**src/rtl/digit_pulse_sequencer_if.sv**
```systemverilog
// Control and timing bundle of the digit pulse sequencer: run/step in,
// one-hot digit pulses, counters and cycle markers out.
interface digit_pulse_sequencer_if #(
  parameter int DIGITS       = 36,
  parameter int MINOR_CYCLES = 16
);
  localparam int DW = $clog2(DIGITS);
  localparam int MW = (MINOR_CYCLES > 1) ? $clog2(MINOR_CYCLES) : 1;

  // run is a level (continue at each minor-cycle end); step is sampled only
  // while idle and starts one minor cycle. Neither input has a ready: a step
  // seen while busy is dropped, and run is only looked at on minor-cycle ends.
  logic              run;
  logic              step;
  logic [DIGITS-1:0] digit_pulse;
  logic [DW-1:0]     digit_index;
  logic [MW-1:0]     minor_cycle;
  logic              minor_start;
  logic              major_start;
  logic              busy;
  logic [1:0]        seq_state;

  modport master (
    input  run, step,
    output digit_pulse, digit_index, minor_cycle, minor_start, major_start,
           busy, seq_state
  );

  modport slave (
    output run, step,
    input  digit_pulse, digit_index, minor_cycle, minor_start, major_start,
           busy, seq_state
  );
endinterface

```
**src/rtl/digit_pulse_sequencer.sv**
```systemverilog
// Registered one-hot digit pulse generator for a DIGITS-long minor cycle,
// counting minor cycles within a major cycle, with run/halt and single-step.
module digit_pulse_sequencer #(
  parameter int DIGITS       = 36,
  parameter int MINOR_CYCLES = 16
) (
  input logic                    clk,
  input logic                    rst,
  digit_pulse_sequencer_if.master bus
);
  localparam int DW = $clog2(DIGITS);
  localparam int MW = (MINOR_CYCLES > 1) ? $clog2(MINOR_CYCLES) : 1;

  localparam logic [DIGITS-1:0] FIRST_PULSE = DIGITS'(1);
  localparam logic [DW-1:0]     LAST_INDEX  = DW'(DIGITS - 1);
  localparam logic [MW-1:0]     LAST_MINOR  = MW'(MINOR_CYCLES - 1);

  typedef enum logic [1:0] {
    IDLE = 2'd0,
    RUN  = 2'd1,
    STEP = 2'd2
  } state_t;

  state_t            state_q, state_d;
  logic [DIGITS-1:0] pulse_q, pulse_d;
  logic [DW-1:0]     index_q, index_d;
  logic [MW-1:0]     minor_q, minor_d;
  logic [MW-1:0]     minor_inc;
  logic              mstart_q, mstart_d;
  logic              jstart_q, jstart_d;
  logic              busy_q, busy_d;
  logic              last_digit;

  assign last_digit = (index_q == LAST_INDEX);
  assign minor_inc  = (minor_q == LAST_MINOR) ? '0 : minor_q + MW'(1);

  // Every output is computed here one clock ahead and then registered, so the
  // pulses seen downstream come straight from flops and cannot glitch.
  always_comb begin
    state_d  = state_q;
    pulse_d  = '0;
    index_d  = '0;
    minor_d  = minor_q;
    mstart_d = 1'b0;
    jstart_d = 1'b0;
    busy_d   = 1'b0;
    case (state_q)
      IDLE: begin
        if (bus.run || bus.step) begin
          state_d  = bus.run ? RUN : STEP;
          pulse_d  = FIRST_PULSE;
          busy_d   = 1'b1;
          mstart_d = 1'b1;
          jstart_d = (minor_q == '0);
        end
      end
      RUN, STEP: begin
        if (last_digit) begin
          minor_d = minor_inc;
          // A step cycle that finds run high carries on exactly like RUN.
          if (bus.run) begin
            state_d  = RUN;
            pulse_d  = FIRST_PULSE;
            busy_d   = 1'b1;
            mstart_d = 1'b1;
            jstart_d = (minor_inc == '0);
          end else begin
            state_d = IDLE;
          end
        end else begin
          pulse_d = pulse_q << 1;
          index_d = index_q + DW'(1);
          busy_d  = 1'b1;
        end
      end
      default: state_d = IDLE;
    endcase
  end

  always_ff @(posedge clk or posedge rst) begin
    if (rst) begin
      state_q  <= IDLE;
      pulse_q  <= '0;
      index_q  <= '0;
      minor_q  <= '0;
      mstart_q <= 1'b0;
      jstart_q <= 1'b0;
      busy_q   <= 1'b0;
    end else begin
      state_q  <= state_d;
      pulse_q  <= pulse_d;
      index_q  <= index_d;
      minor_q  <= minor_d;
      mstart_q <= mstart_d;
      jstart_q <= jstart_d;
      busy_q   <= busy_d;
    end
  end

  assign bus.digit_pulse = pulse_q;
  assign bus.digit_index = index_q;
  assign bus.minor_cycle = minor_q;
  assign bus.minor_start = mstart_q;
  assign bus.major_start = jstart_q;
  assign bus.busy        = busy_q;
  assign bus.seq_state   = state_q;
endmodule

```
**src/flat_wrapper.sv**
```systemverilog
// flat-port wrapper written by rule: the top's interface ports become plain ports
module digit_pulse_sequencer_flat 
#(
  parameter int DIGITS       = 36,
  parameter int MINOR_CYCLES = 16
)
  (clk, rst, bus_run, bus_step, bus_digit_pulse, bus_digit_index, bus_minor_cycle, bus_minor_start, bus_major_start, bus_busy, bus_seq_state);
  digit_pulse_sequencer_if #(.DIGITS(DIGITS), .MINOR_CYCLES(MINOR_CYCLES)) bus_i ();
  input logic clk;
  input logic rst;
  input wire logic [$bits(bus_i.run)-1:0] bus_run;
  input wire logic [$bits(bus_i.step)-1:0] bus_step;
  output wire logic [$bits(bus_i.digit_pulse)-1:0] bus_digit_pulse;
  output wire logic [$bits(bus_i.digit_index)-1:0] bus_digit_index;
  output wire logic [$bits(bus_i.minor_cycle)-1:0] bus_minor_cycle;
  output wire logic [$bits(bus_i.minor_start)-1:0] bus_minor_start;
  output wire logic [$bits(bus_i.major_start)-1:0] bus_major_start;
  output wire logic [$bits(bus_i.busy)-1:0] bus_busy;
  output wire logic [$bits(bus_i.seq_state)-1:0] bus_seq_state;
  assign bus_i.run = bus_run;
  assign bus_i.step = bus_step;
  assign bus_digit_pulse = bus_i.digit_pulse;
  assign bus_digit_index = bus_i.digit_index;
  assign bus_minor_cycle = bus_i.minor_cycle;
  assign bus_minor_start = bus_i.minor_start;
  assign bus_major_start = bus_i.major_start;
  assign bus_busy = bus_i.busy;
  assign bus_seq_state = bus_i.seq_state;
  digit_pulse_sequencer #(.DIGITS(DIGITS), .MINOR_CYCLES(MINOR_CYCLES)) u_core (.clk(clk), .rst(rst), .bus(bus_i));
endmodule
```
**config.mk**
```make
export PLATFORM = sky130hd
export DESIGN_NAME = digit_pulse_sequencer_flat
export DESIGN_NICKNAME = d
export VERILOG_FILES = /design/src/rtl/digit_pulse_sequencer_if.sv /design/src/rtl/digit_pulse_sequencer.sv /design/src/flat_wrapper.sv
export SDC_FILE = /design/constraint.sdc
export NUM_CORES = 1
export LEC_CHECK = 0
export CAP_MARGIN = 10
export CORE_MARGIN = 2
export CORE_UTILIZATION = 45
export CTS_CLUSTER_DIAMETER = 200
export DETAILED_ROUTE_END_ITERATION = 10
export PLACE_DENSITY_LB_ADDON = 0.15
export SKIP_LAST_GASP = 1
export SLEW_MARGIN = 20
export SYNTH_ARGS = -nofsm -noshare
export SYNTH_HDL_FRONTEND = slang
export SYNTH_SLANG_ARGS = --single-unit
```
**constraint.sdc**
```tcl
create_clock -name clk -period 2 [get_ports clk]
set_clock_uncertainty 0.05 [all_clocks]
set_input_delay 0.6 -clock clk [delete_from_list [all_inputs] [get_ports clk]]
set_output_delay 0.6 -clock clk [all_outputs]
set_load 0.02 [all_outputs]
```
==> results.json <==
{
  "slew_viol_final": 0,
  "yosysTopAreaCellShare_pct": 62.0,
  "status": "complete, no violations",
  "min_path_type": "reg2reg",
  "synth_area_leaders": "dfrtp_1, and2_4, ha_1",
  "powerDensity_mw_per_mm2": 968,
  "dp.final_hpwl_microns": 2530,
  "clock_latency_ps": 300,
  "ys_ff_latch": 50,
  "die-area_sq_mm": 0.00504,
  "nets": 225,
  "r2r_start": "u_core.bus.seq_state[0]",
  "layout_commonest_cell": "dfrtp_1",
  "holdPathStages": 1,
  "final_cell_mix": "dfrtp_1, clkdlybuf4s50_1, and2_4",
  "synth_cells": 152,
  "routed_via_density": 4.83,
  "clk_pin_slew_ps": 90,
  "fin_crit_sh_pct": 96.8,
  "routabilityCongestion": 0.834,
  "grt_start_max_net_pins": 51,
  "fin_setup_tns_ps": 0,
  "worstHoldStart": "u_core.bus.digit_index[0]",
  "synth_edf_count": 0,
  "max_freq_mhz": 516,
  "cts_tree": "built",
  "cp.required_ps": 1350,
  "diodes": 0,
  "rsz0062_at_grt": "no",
  "final_antenna_net_count": 0,
  "area.growth.synth_to_final_pct": 36.2,
  "yosysTopAreaCell": "dfrtp_1",
  "numCtsBuffers": 5,
  "peakVddDrop_mv": 0.818,
  "crit_family": "buffers and inverters",
  "hold_viol": 0,
  "rr_worst_depth": 7,
  "die_w_microns": 71.0,
  "antenna_found_initial": 0,
  "core-area_sq_mm": 0.00432,
  "num_rows": 24,
  "dpl.cell_count": 259,
  "grt_pass1_vias": 1428,
  "tightest_slew_ps": 400,
  "clockRootBuffer": "clkbuf_8",
  "routedWlPerCell_microns": 14.1,
  "wl_microns": 3790,
  "ys.flop_type": "dfrtp_1",
  "whs_endpoint": "u_core.bus.digit_index[0]",
  "drive_above_1_share_pct": 24.1,
  "cp_slowest_cell": "clkdlybuf4s50_1",
  "synth-async-reset-ratio_pct": 100,
  "cts_hold_buf": 0,
  "final_cells": 268,
  "h-tree-depth": 2,
  "initial_core_util_pct": 46.7,
  "clock-sinks": 50,
  "setup_viol": 0,
  "drv_cap": 0,
  "ys_seq_area_share_pct": 62.0,
  "ios": 55,
  "startpoint_type": "flop",
  "synth_warnings": 0,
  "cts_setup_buffers": 0,
  "layout_min_cycle_time_ps": 1940,
  "r2r-end": "u_core.bus.minor_cycle[2]",
  "cp_num_buf_inv": 1,
  "grt_remaining_overflow": 0,
  "die_h_microns": 71.0,
  "drt_iter0_drc": 97,
  "arrival_ps": 1290,
  "syn-cell-area_sq_mm": 0.00202,
  "num_vias": 1294,
  "grt_first_pass_wirelength_microns": 6530,
  "avgSynthCellArea_sq_um": 13.3,
  "track_usage_pct": 16.5,
  "crit_type": "reg2out",
  "dr.pass1.iters": 4,
  "setup.worst_path.end_class": "output pin",
  "numPortBuffers": 54,
  "drc": 0,
  "cts.path.max_buffers": 2,
  "path_cells": "clkdlybuf4s50_1",
  "max_stage_delay_ps": 610,
  "relSlewSlack_pct": 73.3,
  "synthesis.nets": 162,
  "p_leak_nw": 1.39,
  "r2r_slack_ps": 220,
  "synth.distinct_cells": 31,
  "fill_cells": 344,
  "critPathMaxFanout": 3
}
## power breakdown
group	internal, mW	switching, mW
logic	0.353	0.555
clock network	0.278	0.326
registers	1.09	0.0599
## Yosys cell counts, drive strengths merged (2+ instances only)
cell type and count:
ha 6, dfrtp 50, inv 8, xor2 2, nand2 6, buf 4
xnor2 4, o21ai 7, nor2 8, and2 35, nand3 4, a21oi 4
## worst reg2reg max path, delay by kind of cell (launching register included)
family	cells	cell delay, ps
adder cells (fa/ha/maj)	1	450
flip-flops	1	390
AND/OR/NAND/NOR	2	280
buffers and inverters	3	390
XOR/XNOR	1	120
## flip-flops by register name (all words and copies together), names as in the netlist
| signal | cells |
|---|---|
| u_core.bus.busy | 1 |
| u_core.bus.digit_index | 6 |
| u_core.bus.digit_pulse | 36 |
| u_core.bus.major_start | 1 |
| u_core.bus.minor_cycle | 4 |
| u_core.bus.seq_state | 2 |
## per-layer routing
layer  vias up  share of wire (%)  track usage, %
met1       636                 42            19.7
li1        609                  -               -
met2        42                 51            28.6
met5         -                  0               0
met3         7                5.4            4.99
met4         0                1.6            5.45
## area by class of cell
type / instances / area [sq um] / area share, %
timing repair buffer: 59 / 601 / 21.8
inverter: 8 / 30.0 / 1.09
multi-input combinational: 91 / 707 / 25.7
sequential: 50 / 1250 / 45.5
clock buffer: 6 / 82.6 / 3.00
clock inverter: 2 / 12.5 / 0.455
tap: 52 / 65.1 / 2.37
## what timing repair did
item / CTS / global route
pin swaps: 0 / 1
setup endpoints to repair: 6 / 41
gates cloned: 0 / 1
gates resized for setup: 6 / 8
## per-stage QoR
stage | power [mW] | setup WS, ps | cell area [sq um] | utilization (%) | hold slack (ps)
final | 2.66 | 63.3 | 2750 | 63.6 | 437
after global routing | 2.84 | 9.78 | 2750 | 63.6 | 460
after CTS | 2.66 | 4.00 | 2720 | 62.9 | 444
after detailed placement | 2.05 | 48.5 | 2630 | 60.9 | 422
after global placement | 2.03 | 110 | 2630 | 60.9 | 415
after floorplan | 1.81 | 139 | 2020 | - | 530
## cells by family after synthesis
family,after synthesis,share of synthesized area (%)
compound gates,14,4.59
xor+xnor,6,2.60
fa+ha+maj,6,3.72
buf+inv,12,3.53
flops,50,62.0
mux,2,1.05
simple gates,62,22.5
## worst max-delay path by stage
stage | from | endpoint | cells past startpoint | slack (ps)
2_1_floorplan | u_core.bus.digit_index[0] | u_core.bus.minor_cycle[3] | 4 | 140
3_3_place_gp | bus_run | u_core.bus.major_start | 4 | 110
3_5_place_dp | u_core.bus.digit_index[0] | u_core.bus.digit_pulse[14] | 5 | 50
4_1_cts | u_core.bus.digit_index[4] | bus_digit_index[4] | 1 | 4
5_1_grt | u_core.bus.digit_pulse[2] | bus_digit_pulse[2] | 1 | 10
6_report | u_core.bus.digit_pulse[0] | bus_minor_start | 1 | 60
(Power assumes the default switching activity.)
